## src/rtl/ex_stage_if.sv

```systemverilog
// ID/EX inputs, forwarding paths and EX/MEM outputs of the execute stage, bundled for port hookup.
// The master modport drives the ID/EX side; the slave modport belongs to ex_stage.
interface ex_stage_if #(
  parameter int WORD_W = 32,
  parameter int REG_W  = 5
);
  logic [WORD_W-1:0] npc, jaddr, rdata1, rdata2, extout;
  logic              branch, dren, dwen, regwrite, regdst, halt;
  logic [1:0]        memtoreg, alusrc;
  logic [3:0]        aluop;
  logic [REG_W-1:0]  rd, rt;
  logic [1:0]        fwd_a, fwd_b;
  logic [WORD_W-1:0] mem_fwd, wb_fwd;

  logic              br_taken;
  logic [WORD_W-1:0] br_target;
  logic [WORD_W-1:0] em_alu, em_wdata, em_npc;
  logic [REG_W-1:0]  em_waddr;
  logic [1:0]        em_memtoreg;
  logic              em_dren, em_dwen, em_regwrite, em_halt, em_valid, em_ovf;

  modport master (
    output npc, jaddr, rdata1, rdata2, extout, branch, dren, dwen, regwrite, regdst, halt,
           memtoreg, alusrc, aluop, rd, rt, fwd_a, fwd_b, mem_fwd, wb_fwd,
    input  br_taken, br_target, em_alu, em_wdata, em_npc, em_waddr, em_memtoreg,
           em_dren, em_dwen, em_regwrite, em_halt, em_valid, em_ovf
  );

  modport slave (
    input  npc, jaddr, rdata1, rdata2, extout, branch, dren, dwen, regwrite, regdst, halt,
           memtoreg, alusrc, aluop, rd, rt, fwd_a, fwd_b, mem_fwd, wb_fwd,
    output br_taken, br_target, em_alu, em_wdata, em_npc, em_waddr, em_memtoreg,
           em_dren, em_dwen, em_regwrite, em_halt, em_valid, em_ovf
  );
endinterface

```

## src/rtl/ex_stage.sv

```systemverilog
// Execute stage: operand forwarding, ALU, branch resolution and the EX/MEM register.
// Optional EX_OVF_TRAP_EN: signed ADD/SUB overflow sets em_ovf and suppresses regwrite.
module ex_stage #(
  parameter int WORD_W   = 32,
  parameter int REG_W    = 5,
  parameter int LINK_REG = 31
) (
  input  logic       CLK,
  input  logic       RST,
  input  logic       ex_en,
  input  logic       ex_flush,
  ex_stage_if.slave  bus
);
  typedef logic [WORD_W-1:0] word_t;
  typedef logic [REG_W-1:0]  regbits_t;

  typedef enum logic [3:0] {
    ALU_SLL  = 4'd0, ALU_SRL = 4'd1, ALU_ADD = 4'd2, ALU_SUB = 4'd3,
    ALU_AND  = 4'd4, ALU_OR  = 4'd5, ALU_XOR = 4'd6, ALU_NOR = 4'd7,
    ALU_SLT  = 4'd8, ALU_SLTU = 4'd9
  } aluop_t;

  typedef struct packed {
    word_t     alu;
    word_t     wdata;
    word_t     npc;
    regbits_t  waddr;
    logic [1:0] memtoreg;
    logic      dren;
    logic      dwen;
    logic      regwrite;
    logic      halt;
    logic      valid;
    logic      ovf;
  } em_t;

  word_t    op_a, op_b, store_val, sum, diff, result;
  regbits_t waddr;
  logic     ovf;
  em_t      em_d, em_q;

  // The jump address is resolved upstream; it only passes through the ID/EX bundle.
  logic unused_jaddr;
  assign unused_jaddr = ^bus.jaddr;

  // NOTE: every always_comb output gets a default before any branch so no latch is inferred.
  always_comb begin
    op_a = bus.rdata1;
    if (bus.fwd_a == 2'b01)      op_a = bus.mem_fwd;
    else if (bus.fwd_a == 2'b10) op_a = bus.wb_fwd;

    store_val = bus.rdata2;
    if (bus.fwd_b == 2'b01)      store_val = bus.mem_fwd;
    else if (bus.fwd_b == 2'b10) store_val = bus.wb_fwd;

    case (bus.alusrc)
      2'b00:   op_b = store_val;
      2'b01:   op_b = bus.extout;
      2'b10:   op_b = bus.extout << 16;
      default: op_b = '0;
    endcase
  end

  assign sum  = op_a + op_b;
  assign diff = op_a - op_b;

  always_comb begin
    result = '0;
    case (bus.aluop)
      ALU_SLL:  result = op_b << op_a[4:0];
      ALU_SRL:  result = op_b >> op_a[4:0];
      ALU_ADD:  result = sum;
      ALU_SUB:  result = diff;
      ALU_AND:  result = op_a & op_b;
      ALU_OR:   result = op_a | op_b;
      ALU_XOR:  result = op_a ^ op_b;
      ALU_NOR:  result = ~(op_a | op_b);
      ALU_SLT:  result = {{(WORD_W-1){1'b0}}, $signed(op_a) < $signed(op_b)};
      ALU_SLTU: result = {{(WORD_W-1){1'b0}}, op_a < op_b};
      default:  result = '0;
    endcase
  end

`ifdef EX_OVF_TRAP_EN
  always_comb begin
    ovf = 1'b0;
    if (bus.aluop == ALU_ADD)
      ovf = (op_a[WORD_W-1] == op_b[WORD_W-1]) && (sum[WORD_W-1] != op_a[WORD_W-1]);
    else if (bus.aluop == ALU_SUB)
      ovf = (op_a[WORD_W-1] != op_b[WORD_W-1]) && (diff[WORD_W-1] != op_a[WORD_W-1]);
  end
`else
  assign ovf = 1'b0;
`endif

  assign waddr         = (bus.memtoreg == 2'b10) ? regbits_t'(LINK_REG)
                                                 : (bus.regdst ? bus.rd : bus.rt);
  assign bus.br_taken  = bus.branch && (result == '0);
  assign bus.br_target = bus.npc + (bus.extout << 2);

  // A captured halt freezes the entry; only flush or reset release it.
  always_comb begin
    em_d = em_q;
    if (ex_flush) begin
      em_d = '0;
    end else if (!em_q.halt && ex_en) begin
      em_d.alu      = result;
      em_d.wdata    = store_val;
      em_d.npc      = bus.npc;
      em_d.waddr    = waddr;
      em_d.memtoreg = bus.memtoreg;
      em_d.dren     = bus.dren;
      em_d.dwen     = bus.dwen;
      em_d.regwrite = bus.regwrite && !ovf;
      em_d.halt     = bus.halt;
      em_d.valid    = 1'b1;
      em_d.ovf      = ovf;
    end
  end

  // NOTE: sequential state is assigned with <= so every flop samples pre-edge values.
  always_ff @(posedge CLK) begin
    if (RST) em_q <= '0;
    else     em_q <= em_d;
  end

  assign bus.em_alu      = em_q.alu;
  assign bus.em_wdata    = em_q.wdata;
  assign bus.em_npc      = em_q.npc;
  assign bus.em_waddr    = em_q.waddr;
  assign bus.em_memtoreg = em_q.memtoreg;
  assign bus.em_dren     = em_q.dren;
  assign bus.em_dwen     = em_q.dwen;
  assign bus.em_regwrite = em_q.regwrite;
  assign bus.em_halt     = em_q.halt;
  assign bus.em_valid    = em_q.valid;
  assign bus.em_ovf      = em_q.ovf;
endmodule

```

## src/flat_wrapper.sv

```systemverilog
// flat-port wrapper written by rule: the top's interface ports become plain ports
module ex_stage_flat 
#(
  parameter int WORD_W   = 32,
  parameter int REG_W    = 5,
  parameter int LINK_REG = 31
)
  (CLK, RST, ex_en, ex_flush, bus_npc, bus_jaddr, bus_rdata1, bus_rdata2, bus_extout, bus_branch, bus_dren, bus_dwen, bus_regwrite, bus_regdst, bus_halt, bus_memtoreg, bus_alusrc, bus_aluop, bus_rd, bus_rt, bus_fwd_a, bus_fwd_b, bus_mem_fwd, bus_wb_fwd, bus_br_taken, bus_br_target, bus_em_alu, bus_em_wdata, bus_em_npc, bus_em_waddr, bus_em_memtoreg, bus_em_dren, bus_em_dwen, bus_em_regwrite, bus_em_halt, bus_em_valid, bus_em_ovf);
  ex_stage_if #(.WORD_W(WORD_W), .REG_W(REG_W)) bus_i ();
  input  logic CLK;
  input  logic RST;
  input  logic ex_en;
  input  logic ex_flush;
  input wire logic [$bits(bus_i.npc)-1:0] bus_npc;
  input wire logic [$bits(bus_i.jaddr)-1:0] bus_jaddr;
  input wire logic [$bits(bus_i.rdata1)-1:0] bus_rdata1;
  input wire logic [$bits(bus_i.rdata2)-1:0] bus_rdata2;
  input wire logic [$bits(bus_i.extout)-1:0] bus_extout;
  input wire logic [$bits(bus_i.branch)-1:0] bus_branch;
  input wire logic [$bits(bus_i.dren)-1:0] bus_dren;
  input wire logic [$bits(bus_i.dwen)-1:0] bus_dwen;
  input wire logic [$bits(bus_i.regwrite)-1:0] bus_regwrite;
  input wire logic [$bits(bus_i.regdst)-1:0] bus_regdst;
  input wire logic [$bits(bus_i.halt)-1:0] bus_halt;
  input wire logic [$bits(bus_i.memtoreg)-1:0] bus_memtoreg;
  input wire logic [$bits(bus_i.alusrc)-1:0] bus_alusrc;
  input wire logic [$bits(bus_i.aluop)-1:0] bus_aluop;
  input wire logic [$bits(bus_i.rd)-1:0] bus_rd;
  input wire logic [$bits(bus_i.rt)-1:0] bus_rt;
  input wire logic [$bits(bus_i.fwd_a)-1:0] bus_fwd_a;
  input wire logic [$bits(bus_i.fwd_b)-1:0] bus_fwd_b;
  input wire logic [$bits(bus_i.mem_fwd)-1:0] bus_mem_fwd;
  input wire logic [$bits(bus_i.wb_fwd)-1:0] bus_wb_fwd;
  output wire logic [$bits(bus_i.br_taken)-1:0] bus_br_taken;
  output wire logic [$bits(bus_i.br_target)-1:0] bus_br_target;
  output wire logic [$bits(bus_i.em_alu)-1:0] bus_em_alu;
  output wire logic [$bits(bus_i.em_wdata)-1:0] bus_em_wdata;
  output wire logic [$bits(bus_i.em_npc)-1:0] bus_em_npc;
  output wire logic [$bits(bus_i.em_waddr)-1:0] bus_em_waddr;
  output wire logic [$bits(bus_i.em_memtoreg)-1:0] bus_em_memtoreg;
  output wire logic [$bits(bus_i.em_dren)-1:0] bus_em_dren;
  output wire logic [$bits(bus_i.em_dwen)-1:0] bus_em_dwen;
  output wire logic [$bits(bus_i.em_regwrite)-1:0] bus_em_regwrite;
  output wire logic [$bits(bus_i.em_halt)-1:0] bus_em_halt;
  output wire logic [$bits(bus_i.em_valid)-1:0] bus_em_valid;
  output wire logic [$bits(bus_i.em_ovf)-1:0] bus_em_ovf;
  assign bus_i.npc = bus_npc;
  assign bus_i.jaddr = bus_jaddr;
  assign bus_i.rdata1 = bus_rdata1;
  assign bus_i.rdata2 = bus_rdata2;
  assign bus_i.extout = bus_extout;
  assign bus_i.branch = bus_branch;
  assign bus_i.dren = bus_dren;
  assign bus_i.dwen = bus_dwen;
  assign bus_i.regwrite = bus_regwrite;
  assign bus_i.regdst = bus_regdst;
  assign bus_i.halt = bus_halt;
  assign bus_i.memtoreg = bus_memtoreg;
  assign bus_i.alusrc = bus_alusrc;
  assign bus_i.aluop = bus_aluop;
  assign bus_i.rd = bus_rd;
  assign bus_i.rt = bus_rt;
  assign bus_i.fwd_a = bus_fwd_a;
  assign bus_i.fwd_b = bus_fwd_b;
  assign bus_i.mem_fwd = bus_mem_fwd;
  assign bus_i.wb_fwd = bus_wb_fwd;
  assign bus_br_taken = bus_i.br_taken;
  assign bus_br_target = bus_i.br_target;
  assign bus_em_alu = bus_i.em_alu;
  assign bus_em_wdata = bus_i.em_wdata;
  assign bus_em_npc = bus_i.em_npc;
  assign bus_em_waddr = bus_i.em_waddr;
  assign bus_em_memtoreg = bus_i.em_memtoreg;
  assign bus_em_dren = bus_i.em_dren;
  assign bus_em_dwen = bus_i.em_dwen;
  assign bus_em_regwrite = bus_i.em_regwrite;
  assign bus_em_halt = bus_i.em_halt;
  assign bus_em_valid = bus_i.em_valid;
  assign bus_em_ovf = bus_i.em_ovf;
  ex_stage #(.WORD_W(WORD_W), .REG_W(REG_W), .LINK_REG(LINK_REG)) u_core (.CLK(CLK), .RST(RST), .ex_en(ex_en), .ex_flush(ex_flush), .bus(bus_i));
endmodule
```

## config.mk

```make
export PLATFORM = sky130hd
export DESIGN_NAME = ex_stage_flat
export DESIGN_NICKNAME = d
export VERILOG_FILES = /design/src/rtl/ex_stage_if.sv /design/src/rtl/ex_stage.sv /design/src/flat_wrapper.sv
export SDC_FILE = /design/constraint.sdc
export NUM_CORES = 1
export LEC_CHECK = 0
export ABC_AREA = 1
export CAP_MARGIN = 20
export CELL_PAD_IN_SITES_DETAIL_PLACEMENT = 1
export CELL_PAD_IN_SITES_GLOBAL_PLACEMENT = 1
export CORE_MARGIN = 2
export CORE_UTILIZATION = 34
export DETAILED_ROUTE_END_ITERATION = 16
export MAX_ROUTING_LAYER = met4
export PLACE_DENSITY_LB_ADDON = 0.25
export SLEW_MARGIN = 20
export SYNTH_ARGS = -nofsm -noshare
export SYNTH_HDL_FRONTEND = slang
export SYNTH_SLANG_ARGS = --single-unit
```

## constraint.sdc

```tcl
create_clock -name CLK -period 5.09 [get_ports CLK]
set_clock_uncertainty 0.05 [all_clocks]
set_input_delay 0.7635 -clock CLK [delete_from_list [all_inputs] [get_ports CLK]]
set_output_delay 0.7635 -clock CLK [all_outputs]
set_load 0.02 [all_outputs]
```

==> results.md <==
- Fmax: between 150 and 200 MHz
- Hold-fix buffers, CTS: 0
- Die width: approximately 230 um
- WL/cell: 28.7 um
- WP data arrival: between 4 and 5 ns
- H-tree levels: 3
- Crit Path Class: primary input to output pin
- Total I/O pin count: a little under 400
- Via Count: roughly 29,000
- Failing checks: negative setup slack
- Wire length on met3: around 14,000 um
- Worst-path cell chain: dlygate4sd2_1, buf_4, nor2_1, nand2_1, nand2_2, inv_2, ha_1, buf_4, nand3_1, nand3_2, inv_1, buf_4, o221ai_1, nand2_1, nand4_1, inv_1, nand2_1, nor2_1, nand2_1, nor2_2, nand3_2, nor2_4, buf_6
- Kind of cell adding the most delay to the critical path: simple AND/OR/NAND/NOR gates
- Vias per cell: ~6.2
- Core Region: about 48,000 um2
- First-pass iteration count of the detailed router: 6
- Number of setup violations in the final report: 3
- Max Cap Viol: 0
- Slew margin rel.: ~30%
- Unrepaired setup endpoints after global routing: true
- Hold path depth: 2
- Vias in the first global route: around 29,000
- Antenna violations before repair: 2
- Slowest cell on crit path: nor2_1
- CTS tree: yes
- Die Span Y: between 200 and 250 um
- Required time of the critical path: between 4 and 5 ns
- Cell variety after synth: 48
- Startpoint types: primary input
- Top_reg_cell synth: dfxtp_1
- Peak supply drop: 0.223 mV
- DRC violations left: 0
- Yosys warnings: 0
- Grt total ovfl: 0
- Routed WL: about 130,000 um
- Nature of the critical path endpoint: output pin
- CP dominant cell by count: nand2_1
- Die footprint: 50,600 um2
- Seq cells post-synth: 108
- DP HPWL: between 90,000 and 100,000 um
- Largest stage delay, worst path: ~0.60 ns
- Register area share after synthesis: between 10% and 20%
- Syn Nets: around 3,400
- R2r setup slk: 2.95 ns
- CTS Buf Count: 9
- Share of cells above drive strength 1: 28.2%
- Measured slew at the worst slew-check pin: 1.05 ns
- CP Max Fanout: 4
- Overall Global Routing Usage: between 40 and 50%
- Final Core Density: around three fifths
- Synth top area cells: nand3_1 18%, nand2_1 16%, dfxtp_1 13%
- Reg clk slew, reported paths: approximately 0.07 ns
- Root Driver: clkbuf_16
- Hold Crit Class: register to register
- I/O Buffers: around 360
- Post-synth EDFFs: 0
- Yosys top cell by area: nand3_1
- First-pass GRT wire length: between 150,000 and 200,000 um
- Clock tree sinks: 108
- Fillcell total: approximately 6,400
- Worst skew pair latency: 0.39 ns
- Row Count: 80
- Static Leakage: between 10 and 15 nW
- Largest net degree at the start of global routing: 104
- R2R cell count: 4
- Cells after synthesis: just over 3,000
- P per Cell Area: 227 nW/um2
- Initial core utilization: roughly a third
- Max Root-Sink Buffers: 2
- Worst path buffer plus inverter count: 8
- Crit. path cell count: 23
- Post-layout minimum cycle time: approximately 5.7 ns
- Top cell type's share of synthesized area: roughly 18%
- Gpl congestion: between 1 and 1.5
- Fin. max-slew vios: 0
- Fin. Hold Viols: 0
- Top routing layer used: met4
- Routed wire length on met2: ~57,000 um
- Syn Std Cell Area: about 17,000 um2
- Metal-1 WL: approximately 48,000 um
- Status: complete, but fails checks
- Async SR Flop Fraction: 0%
- Tcrit/Tclk final: 113%
- Area growth, synth to finish: 69.6%
- Avg Inst Size Synth: 5.43 um2
- Setup TNS: -0.709 ns
- Setup ws final: -0.645 ns
- DR iter-0 viols: roughly 3,200
- Nets: between 4,000 and 5,000
- Routed Antenna Nets: 0
- Overall power: approximately 6.4 mW
-- synth_stat cells (all sizes together) (7+ instances only) --
| master | number |
|---|---|
| a21oi | 198 |
| a221oi | 21 |
| a31oi | 13 |
| buf | 66 |
| clkbuf | 91 |
| dfxtp | 108 |
| ha | 134 |
| inv | 336 |
| nand2 | 733 |
| nand3 | 610 |
| nand4 | 30 |
| nor2 | 337 |
| nor3 | 20 |
| o211ai | 15 |
| o21a | 7 |
| o21ai | 227 |
| o21bai | 10 |
| o221ai | 7 |
| o22ai | 10 |
| xnor2 | 8 |
| xor2 | 24 |
-- sequential cells by signal (all words and copies together), names as in the netlist --
register,count
u_core.bus.em_valid,1
u_core.bus.em_dwen,1
u_core.bus.em_npc,32
u_core.bus.em_dren,1
u_core.bus.em_halt,1
u_core.bus.em_waddr,5
u_core.bus.em_wdata,32
u_core.bus.em_memtoreg,2
u_core.bus.em_alu,32
u_core.bus.em_regwrite,1
-- logic make-up after synthesis --
logic type      share of synthesized area (%)
buf+inv                                  11.8
fa+ha+maj                                10.5
compound gates                           18.0
xor+xnor                                 1.69
flops                                    13.0
simple gates                             45.1
other cells                            0.0226
-- metal layers --
metal / up-vias / GRT usage, %
met5: - / -
met4: 0 / 37.4
met3: 790 / 8.71
met2: 2080 / 74.6
met1: 13700 / 55.0
li1: 12100 / -
-- final timing paths --
path | from | endpoint
hold reg to reg | u_core.bus.em_valid | u_core.bus.em_valid
hold / removal | u_core.bus.em_valid | u_core.bus.em_valid
setup / recovery | bus_fwd_a[1] | bus_br_taken
setup reg to reg | u_core.bus.em_halt | u_core.bus.em_wdata[18]
-- repair_timing --
item | 4_1_cts | 5_1_grt
endpoints found under the setup margin | 12 | 13
gates resized for setup | 249 | 293
cloned | 1 | 0
pin swaps | 38 | 84
setup buffers | 15 | 21
-- tightest hold or removal path: cells and delay by family (launching register included) --
| family | cells | cell delay [ns] |
|---|---|---|
| flip-flops | 1 | 0.33 |
| AND/OR/NAND/NOR | 2 | 0.12 |
-- cell type report --
| type | count | area, um2 | share of cell area (%) |
|---|---|---|---|
| inverters | 339 | 1290 | 4.59 |
| repair buffers | 1088 | 9340 | 33.2 |
| diodes | 2 | 5.00 | 0.0178 |
| clock buffers | 10 | 229 | 0.813 |
| well taps | 615 | 769 | 2.73 |
| multi-input cells | 2452 | 14300 | 50.7 |
| clock inverters | 6 | 77.6 | 0.276 |
| flip-flops and latches | 108 | 2160 | 7.68 |
-- metrics by stage --
| stage | hold slack (ns) | instance area, um2 | instances | setup slack, ns |
|---|---|---|---|---|
| after floorplan | 0.489 | 16600 | 3056 | 0.360 |
| after global placement | 0.404 | 25700 | 4565 | -1.61 |
| after detailed placement | 0.424 | 25700 | 4565 | -1.80 |
| after CTS | 0.441 | 26900 | 4597 | -0.273 |
| after global routing | 0.472 | 28200 | 4620 | -0.764 |
| final | 0.436 | 28200 | 4620 | -0.645 |
-- where the power goes --
group          internal (mW)  switching [mW]
sequential             0.885          0.0284
combinational           1.85            2.83
clock                  0.392           0.415
total                   3.13            3.27
-- cells in the final DEF (no fill, tap or decap), drive strengths merged, types with 5 or more instances in the layout --
master / netlist / final
dlygate4sd2: 0 / 9
nand2: 733 / 733
a21oi: 198 / 198
nor4: 5 / 5
nor2: 337 / 337
o211ai: 15 / 15
nand3b: 6 / 6
xnor2: 8 / 8
inv: 336 / 337
o22ai: 10 / 10
o21bai: 10 / 10
ha: 134 / 134
buf: 66 / 726
nand3: 610 / 610
nor3: 20 / 20
o21a: 7 / 7
nand4: 30 / 30
dfxtp: 108 / 108
o221ai: 7 / 7
clkdlybuf4s50: 0 / 344
xor2: 24 / 24
o21ai: 227 / 227
a221oi: 21 / 21
o2111ai: 6 / 6
clkbuf: 91 / 11
a21o: 6 / 6
dlymetal6s2s: 0 / 5
a31oi: 13 / 13
(Power assumes the default switching activity.)
